==> config.mk <==
export PLATFORM = sky130hd
export DESIGN_NAME = div_seq
export DESIGN_NICKNAME = d
export VERILOG_FILES = /design/src/rtl/div_seq.sv
export SDC_FILE = /design/constraint.sdc
export NUM_CORES = 1
export LEC_CHECK = 0
export ABC_AREA = 1
export BUFFER_PORTS_ARGS = -buffer_cell sky130_fd_sc_hd__buf_2
export CORE_MARGIN = 5
export CORE_UTILIZATION = 50
export CTS_CLUSTER_SIZE = 25
export DETAILED_ROUTE_END_ITERATION = 12
export HOLD_SLACK_MARGIN = 0.1
export PLACE_DENSITY = 0.73
export SLEW_MARGIN = 20
export SYNTH_ARGS = -nofsm -noshare
export SYNTH_HDL_FRONTEND = slang
export SYNTH_SLANG_ARGS = --single-unit
==> constraint.sdc <==
create_clock -name clk -period 5.2 [get_ports clk]
set_input_delay 1.04 -clock clk [delete_from_list [all_inputs] [get_ports clk]]
set_output_delay 1.04 -clock clk [all_outputs]
set_load 0.01 [all_outputs]
==> src/rtl/div_seq.sv <==
// rtl/div_seq.sv - iterative RV32M divide sequencer (DIV/DIVU/REM/REMU), one quotient bit per clock
module div_seq #(
    parameter int DATA_WIDTH = 32
) (
    input  logic                  clk,
    input  logic                  rst,
    input  logic                  start_i,
    input  logic                  annul_i,
    input  logic [1:0]            op_i,
    input  logic [DATA_WIDTH-1:0] dividend_i,
    input  logic [DATA_WIDTH-1:0] divisor_i,
    output logic [DATA_WIDTH-1:0] result_o,
    output logic                  ready_o,
    output logic                  busy_o,
    output logic                  stallreq_o
);

    localparam int CW = $clog2(DATA_WIDTH);
    localparam logic [DATA_WIDTH-1:0] MIN_NEG = {1'b1, {(DATA_WIDTH-1){1'b0}}};

    typedef enum logic [1:0] {IDLE, ON, END} state_t;

    state_t                state, state_nxt;
    logic [CW-1:0]         cnt;
    logic [DATA_WIDTH:0]   rem_r;
    logic [DATA_WIDTH-1:0] quo_r;
    logic [DATA_WIDTH-1:0] dsr_r;
    logic [DATA_WIDTH-1:0] result_r;
    logic                  op_rem;
    logic                  neg_q;
    logic                  neg_r;

    logic                  accept;
    logic                  div_zero;
    logic                  overflow;
    logic                  last_step;
    logic                  sgn_a;
    logic                  sgn_b;
    logic [DATA_WIDTH-1:0] abs_a;
    logic [DATA_WIDTH-1:0] abs_b;
    logic [DATA_WIDTH+1:0] shifted;
    logic [DATA_WIDTH+1:0] diff;
    logic [DATA_WIDTH:0]   rem_nxt;
    logic [DATA_WIDTH-1:0] quo_nxt;
    logic [DATA_WIDTH-1:0] q_fix;
    logic [DATA_WIDTH-1:0] r_fix;

    assign accept    = (state == IDLE) && start_i && !annul_i;
    assign div_zero  = (divisor_i == '0);
    assign overflow  = op_i[0] && (dividend_i == MIN_NEG) && (divisor_i == '1);
    assign last_step = (cnt == CW'(DATA_WIDTH-1));

    assign sgn_a = op_i[0] & dividend_i[DATA_WIDTH-1];
    assign sgn_b = op_i[0] & divisor_i[DATA_WIDTH-1];
    assign abs_a = sgn_a ? -dividend_i : dividend_i;
    assign abs_b = sgn_b ? -divisor_i : divisor_i;

    // Restoring step: shift in the next dividend bit, keep the difference unless it borrowed
    assign shifted = {rem_r, quo_r[DATA_WIDTH-1]};
    assign diff    = shifted - {2'b00, dsr_r};
    assign rem_nxt = diff[DATA_WIDTH+1] ? shifted[DATA_WIDTH:0] : diff[DATA_WIDTH:0];
    assign quo_nxt = {quo_r[DATA_WIDTH-2:0], ~diff[DATA_WIDTH+1]};

    assign q_fix = neg_q ? -quo_nxt : quo_nxt;
    assign r_fix = neg_r ? -rem_nxt[DATA_WIDTH-1:0] : rem_nxt[DATA_WIDTH-1:0];

    always_ff @(posedge clk) begin
        if (!rst) begin
            state <= IDLE;
        end else begin
            state <= state_nxt;
        end
    end

    always_comb begin
        state_nxt = state;
        case (state)
            IDLE: begin
                if (accept) begin
                    state_nxt = (div_zero || overflow) ? END : ON;
                end
            end
            ON: begin
                if (annul_i) begin
                    state_nxt = IDLE;
                end else if (last_step) begin
                    state_nxt = END;
                end
            end
            END:     state_nxt = IDLE;
            default: state_nxt = IDLE;
        endcase
    end

    always_ff @(posedge clk) begin
        if (!rst) begin
            cnt      <= '0;
            rem_r    <= '0;
            quo_r    <= '0;
            dsr_r    <= '0;
            result_r <= '0;
            op_rem   <= 1'b0;
            neg_q    <= 1'b0;
            neg_r    <= 1'b0;
        end else begin
            case (state)
                IDLE: begin
                    if (accept) begin
                        op_rem <= op_i[1];
                        if (div_zero) begin
                            result_r <= op_i[1] ? dividend_i : '1;
                        end else if (overflow) begin
                            result_r <= op_i[1] ? '0 : MIN_NEG;
                        end else begin
                            rem_r <= '0;
                            quo_r <= abs_a;
                            dsr_r <= abs_b;
                            cnt   <= '0;
                            neg_q <= sgn_a ^ sgn_b;
                            neg_r <= sgn_a;
                        end
                    end
                end
                ON: begin
                    if (!annul_i) begin
                        rem_r <= rem_nxt;
                        quo_r <= quo_nxt;
                        cnt   <= cnt + 1'b1;
                        if (last_step) begin
                            result_r <= op_rem ? r_fix : q_fix;
                        end
                    end
                end
                default: ;
            endcase
        end
    end

    assign result_o   = result_r;
    assign ready_o    = (state == END);
    assign busy_o     = (state != IDLE);
    assign stallreq_o = accept || (state == ON);

endmodule
==> impl_metrics.ini, run 1 <==
[clock_network]
numCtsBuffers = 17
h-tree-depth = 4
ctsHoldBuffers = 0
cts.root.buffer_cell = clkbuf_16
cts_tree = yes
clock-sinks = 139
clockBufferDepth = 2
cts_resized = 0
post-cts-setup-buffers = 0
cts.reportedPaths.clkPinSlew_ns = 0.06
clock_latency_ns = 0.44

[yosys]
synth_common_cells = 528 x nand2_1, 235 x inv_1, 224 x a21oi_1
synth_top_area_share_pct = 22.31
synth_edf_count = 0
synth.distinct_cells = 57
syn_inst = 2096
synth_top_area_cell = dfxtp_1
yosysMostFrequentCell = nand2_1
avgSynthCellArea_um2 = 5.950
synthTopCellsByArea = dfxtp_1 22%, nand2_1 16%, a21oi_1 9.0%
ys_seq_area_share_pct = 22.31
synth_ff_type = dfxtp_1
synth_area_mm2 = 0.01247
ys_ff_latch = 139
ys_warn_count = 0
synth_nets = 2206
synthArstFlopShare_pct = 0

[floorplanning]
dieArea_mm2 = 0.02820
io_pins = 105
start_util_pct = 50.98
core_mm2 = 0.02446
num_rows = 57
die_h_um = 167.9
fp.dieW_um = 167.9

[pwr]
max-vdd-ir-drop_mv = 0.1755
power.density_mw_per_mm2 = 248.0
leakage_nw = 6.370

[cells_and_area]
area_growth_pct = 9.571
num_antenna_cells = 0
drive_gt1_share_pct = 12.56
fillCellCount = 2470
fin_nets = 2254
fin_cells = 2481

[sta]
max_slew_margin_pct = 40.40
finalHoldViolCount = 0
rsz0062_at_grt = false
slew_viol_final = 0
clock-skew-final_ns = 0.01313
timing.fmax_mhz = 222.5
setup_viol = 0
worst_pin_slew_ns = 0.8940
tns_ns = 0
finalCriticalPeriod_ns = 4.495
fin_crit_sh_pct = 86.43

[worst_setup_path]
cp.required_ns = 5.56
cp_max_fo = 36
critPathCaptureType = flop
critPathLaunchType = primary input
r2r-start = rem_r[7]
r2r-end = result_o[30]
path_class = in2reg
ff2ff_setup_slack_ns = 0.98
critPathArrivalTime_ns = 4.86
reg2reg_depth = 29

[grt]
grt_pass1_wl_um = 69270
grt_max_degree = 86
grt_overflow = 0
antenna_found_initial = 0
grt_pass1_vias = 12770
grtUsageTotal_pct = 30.35

[detailed_routing]
routed_wl_um = 43740
antenna_left = 0
wire_per_inst_um = 17.63
drc = 0
dr.first_iter.drc_count = 1753
dr.pass1.iters = 6
vias = 14030
via_per_inst = 5.655

[place]
dp.cells = 2448
dp_hpwl_um = 33410
placement.io_buffers = 104
gp_congestion = 0.9334

[worst_hold_path]
min_path_cells = 2
hold_path_class = reg2reg
whs_endpoint = result_o[6]
hp-start = result_o[6]

[outcome]
outcome = completed

[run]
max_cap_violations = 0
[registers in the layout (all words and copies together), names as in the netlist]
register  flops
rem_r        33
dsr_r        32
quo_r        32
result_o     32
cnt           5
state         2
neg_q         1
neg_r         1
op_rem        1
[placed cells by master (no fill, tap or decap), types with 3 or more instances in the layout]
| cell type | n |
|---|---|
| nand4_1 | 20 |
| o21bai_1 | 6 |
| a31oi_1 | 18 |
| clkinv_4 | 5 |
| nand3b_1 | 5 |
| o21ai_0 | 162 |
| clkinv_2 | 3 |
| dfxtp_1 | 139 |
| a21oi_2 | 11 |
| nor2_1 | 201 |
| nor2_2 | 14 |
| nand2_4 | 11 |
| clkbuf_16 | 17 |
| nand3_2 | 8 |
| o21ai_2 | 3 |
| inv_2 | 10 |
| buf_2 | 104 |
| o21ai_1 | 21 |
| a21oi_1 | 224 |
| nor2_4 | 4 |
| buf_4 | 13 |
| xnor2_1 | 19 |
| nor4_1 | 6 |
| nor3_1 | 38 |
| nand3_1 | 135 |
| o22ai_1 | 8 |
| a211oi_1 | 11 |
| o211ai_1 | 12 |
| inv_1 | 235 |
| xor2_1 | 40 |
| nand2_1 | 527 |
| nand3_4 | 4 |
| nand2_2 | 42 |
| or2_2 | 5 |
| ha_1 | 39 |
| nor3_2 | 6 |
[per-stage QoR]
stage               util [%]  hold slack, ns  cell area [um2]  total power [mW]  setup WS (ns)
floorplan                  -          0.4301            12470             1.852          1.360
global placement       53.33          0.4518            13050             2.118         0.1842
detailed placement     53.33          0.4559            13050             2.119         0.2432
CTS                    55.75          0.4655            13640             3.362         0.6913
global route           55.86          0.4693            13670             3.553         0.3911
finish                 55.86          0.4625            13670             3.389         0.7054
[where the power goes]
group,internal (mW),leakage (nW),switching (mW),total [mW]
Sequential,1.11,1.13,0.0396,1.15
Clock,0.716,0.291,0.543,1.26
Combinational,0.297,4.95,0.681,0.978
Total,2.13,6.37,1.26,3.39
[area by class of cell]
cell class	instances	area, um2	area share (%)
clock inverters	15	166.4	1.218
inverters	246	923.4	6.757
multi-input cells	1622	8317	60.86
flip-flops and latches	139	2783	20.36
repair buffers	118	645.6	4.724
well taps	324	405.4	2.966
clock buffers	17	425.4	3.113
[worst max-delay path by stage]
stage               slack, ns            to          start
floorplan                1.36  result_o[30]       dsr_r[8]
global placement         0.18     dsr_r[26]   divisor_i[0]
detailed placement       0.24     dsr_r[26]   divisor_i[0]
CTS                      0.69     dsr_r[26]   divisor_i[0]
global route             0.39     dsr_r[26]  dividend_i[1]
finish                   0.71     dsr_r[26]  dividend_i[1]
[kinds of logic after synthesis]
kind of cell	synth area share, %
adders and majority gates	4.073
AOI/OAI and AO/OA	21.35
and+or+nand+nor	37.02
DFF	22.31
buffers and inverters	11.11
xor gates and xnor gates	4.143
[worst max-delay path: stages]
cell,delay [ns]
buf_2,0.10
inv_1,0.08
ha_1,0.17
inv_1,0.06
nor3_1,0.15
inv_1,0.10
nor3_1,0.19
inv_1,0.10
nor3_2,0.13
nand2_1,0.11
nor2_2,0.18
nand2_1,0.14
nor2_1,0.42
nand4_1,0.23
nand2_1,0.19
nor2_4,0.13
buf_16,0.21
inv_1,0.47
o21ai_0,0.40
a21oi_1,0.22
[per-layer routing]
layer  global-route usage (%)  share of wire, %
met1                    46.40                47
met3                    4.877               9.6
met2                    43.82                41
met5                        0                 0
met4                    8.398               2.3
No activity file was read; power rests on OpenSTA's default activity.
==> run 2: changes to the inputs <==
--- a/config.mk
+++ b/config.mk
@@ -5,7 +5,6 @@
 export SDC_FILE = /design/constraint.sdc
 export NUM_CORES = 1
 export LEC_CHECK = 0
-export ABC_AREA = 1
 export BUFFER_PORTS_ARGS = -buffer_cell sky130_fd_sc_hd__buf_2
 export CORE_MARGIN = 5
 export CORE_UTILIZATION = 50
==> impl_metrics.ini, run 2 <==
[pwr]
leakage_nw = 5.043
power.density_mw_per_mm2 = 260.5
max-vdd-ir-drop_mv = 0.2038

[worst_setup_path]
crit_buf_inv = 4
path_class = reg2reg
cp_cell_sequence = ha_1 > a21oi_1 > o21ai_0 > a221oi_4 > a211oi_4 > o21a_2 > nor2_2 > inv_2 > buf_4 > o21ai_0 > inv_1 > ha_1 > o221ai_1 > buf_4 > nor2_1 > nor4bb_1 > nand3_1 > a31oi_1
cp_top_family = compound AO/OA/AOI/OAI gates
critPathArrivalTime_ns = 5.18
slowest_delay_ns = 0.52
cp_max_fo = 33
critPathLaunchType = flop
cp.required_ns = 5.56
r2r-start = rem_r[5]
critPathSlowestCell = o21ai_0
cp-startpoint = rem_r[5]
ff2ff_setup_slack_ns = 0.37
critPathCaptureType = flop

[worst_hold_path]
hp-start = neg_q
hold_path_class = reg2reg

[cells_and_area]
largest_reg_flops = 33
final_cell_mix = 238 x nor2_1, 139 x dfxtp_1, 138 x a21oi_1, 123 x o21ai_0, 106 x nand2_1
area_growth_pct = 11.23
top_register = rem_r
fin_nets = 1746
fillCellCount = 2150
num_antenna_cells = 0
drive_gt1_share_pct = 12.20
final_common_cell = nor2_1
register_area_mm2 = 0.002783
multi_input_area_mm2 = 0.008098

[detailed_routing]
routed_wl_um = 39310
antenna_left = 0
dr.first_iter.drc_count = 1328
wire_per_inst_um = 20.34
via_per_inst = 6.461
vias = 12490
dr.pass1.iters = 6
drc = 0

[yosys]
synth_top_area_share_pct = 24.17
yosysMostFrequentCell = nor2_1
avgSynthCellArea_um2 = 7.249
ys_ff_latch = 139
synth_area_mm2 = 0.01151
synth_common_cells = 238 x nor2_1, 139 x dfxtp_1, 138 x a21oi_1
synthArstFlopShare_pct = 0
synth_ff_type = dfxtp_1
synth_top_area_cell = dfxtp_1
ys_warn_count = 0
synth_nets = 1698
synth.distinct_cells = 90
synthTopCellsByArea = dfxtp_1 24%, nor2_1 7.8%, a21oi_1 6.0%
syn_inst = 1588
ys_seq_area_share_pct = 24.17
synth_edf_count = 0

[clock_network]
cts.root.buffer_cell = clkbuf_16
clock-sinks = 139
clockBufferDepth = 2
post-cts-setup-buffers = 0
cts_resized = 0
h-tree-depth = 4
numCtsBuffers = 17
clock_latency_ns = 0.43
cts.reportedPaths.clkPinSlew_ns = 0.07
ctsHoldBuffers = 0
cts_tree = yes

[sta]
timing.fmax_mhz = 207.1
slew_viol_final = 0
setup_viol = 0
worst_pin_slew_ns = 1.014
clock-skew-final_ns = 0.009847
finalCriticalPeriod_ns = 4.829
rsz0062_at_grt = false
whs_ns = 0.4556
finalHoldViolCount = 0
tns_ns = 0
fin_crit_sh_pct = 92.86
max_slew_margin_pct = 32.42

[place]
gp_congestion = 0.9820
placement.io_buffers = 104
dp_hpwl_um = 29390

[grt]
grt_overflow = 0
grt_pass1_wl_um = 62320
grtUsageTotal_pct = 29.09
grt_pass1_vias = 11590
antenna_found_initial = 0
grt_max_degree = 71

[floorplanning]
die_h_um = 161.7
core_mm2 = 0.02264
fp.dieW_um = 161.7
num_rows = 55
io_pins = 105
start_util_pct = 50.84
dieArea_mm2 = 0.02616

[outcome]
outcome = completed

[run]
max_cap_violations = 0
-- run 2: cell count changes after synthesis, sizes merged, moves of 23 or more --
cell    delta
mux2i     +23
clkbuf    +28
inv      -182
a211oi    +65
nand3    -119
xnor2     +48
nand2    -471
a21oi     -95
o21ai     -56
-- run 2: layout make-up --
cell class / instances / area share, %
Tap cell: 285 / 2.785
Timing Repair Buffer: 130 / 5.883
Multi-Input combinational cell: 1284 / 63.25
Inverter: 64 / 1.886
Clock buffer: 18 / 3.352
Clock inverter: 13 / 1.114
Sequential cell: 139 / 21.73
-- run 2: cell families after synthesis --
| kind of cell | synth area share (%) |
|---|---|
| compound gates | 30.76 |
| xor+xnor | 9.815 |
| flops | 24.17 |
| simple gates | 22.50 |
| mux | 2.717 |
| buf+inv | 5.620 |
| fa+ha+maj | 4.413 |
-- run 2: path summary, 6_finish.rpt --
kind | to | depth (start not counted)
max reg2reg | result_o[26] | 18
max | result_o[26] | 18
min reg2reg | neg_q | 2
min | neg_q | 2
-- run 2: metrics by stage --
| stage | worst slack, ns | power (mW) | utilization [%] | std cells | area, um2 |
|---|---|---|---|---|---|
| after floorplan | 0.5329 | 1.822 | - | 1588 | 11510 |
| after global placement | 0.6172 | 2.092 | 54.03 | 1902 | 12230 |
| after detailed placement | 0.5586 | 2.100 | 54.03 | 1902 | 12230 |
| after CTS | 0.4946 | 3.318 | 56.55 | 1933 | 12800 |
| after global routing | 0.1421 | 3.473 | 56.55 | 1933 | 12800 |
| final | 0.3713 | 3.335 | 56.55 | 1933 | 12800 |
-- run 2: power breakdown --
part	total [mW]	switching, mW	internal, mW
registers	1.15	0.0404	1.11
logic	0.963	0.624	0.339
clock network	1.22	0.517	0.708
-- run 2: layer usage --
| metal | vias to the layer above | share of wire (%) | wire length [um] | GRT usage (%) |
|---|---|---|---|---|
| met3 | 109 | 8.6 | 3376 | 4.846 |
| met5 | - | 0 | 0 | 0 |
| met4 | 0 | 3.6 | 1427 | 11.26 |
| met1 | 5839 | 43 | 16760 | 39.75 |
| met2 | 646 | 45 | 17740 | 46.18 |
| li1 | 5896 | - | - | - |
-- run 2: worst reg2reg max path: stages, from the launching register on --
cell and delay [ns]:
dfxtp_1 0.36, ha_1 0.42, a21oi_1 0.11, o21ai_0 0.52
a221oi_4 0.19, a211oi_4 0.32, o21a_2 0.38, nor2_2 0.12
inv_2 0.07, buf_4 0.32, o21ai_0 0.21, inv_1 0.09
ha_1 0.18, o221ai_1 0.19, buf_4 0.22, nor2_1 0.14
nor4bb_1 0.52, nand3_1 0.17, a31oi_1 0.22
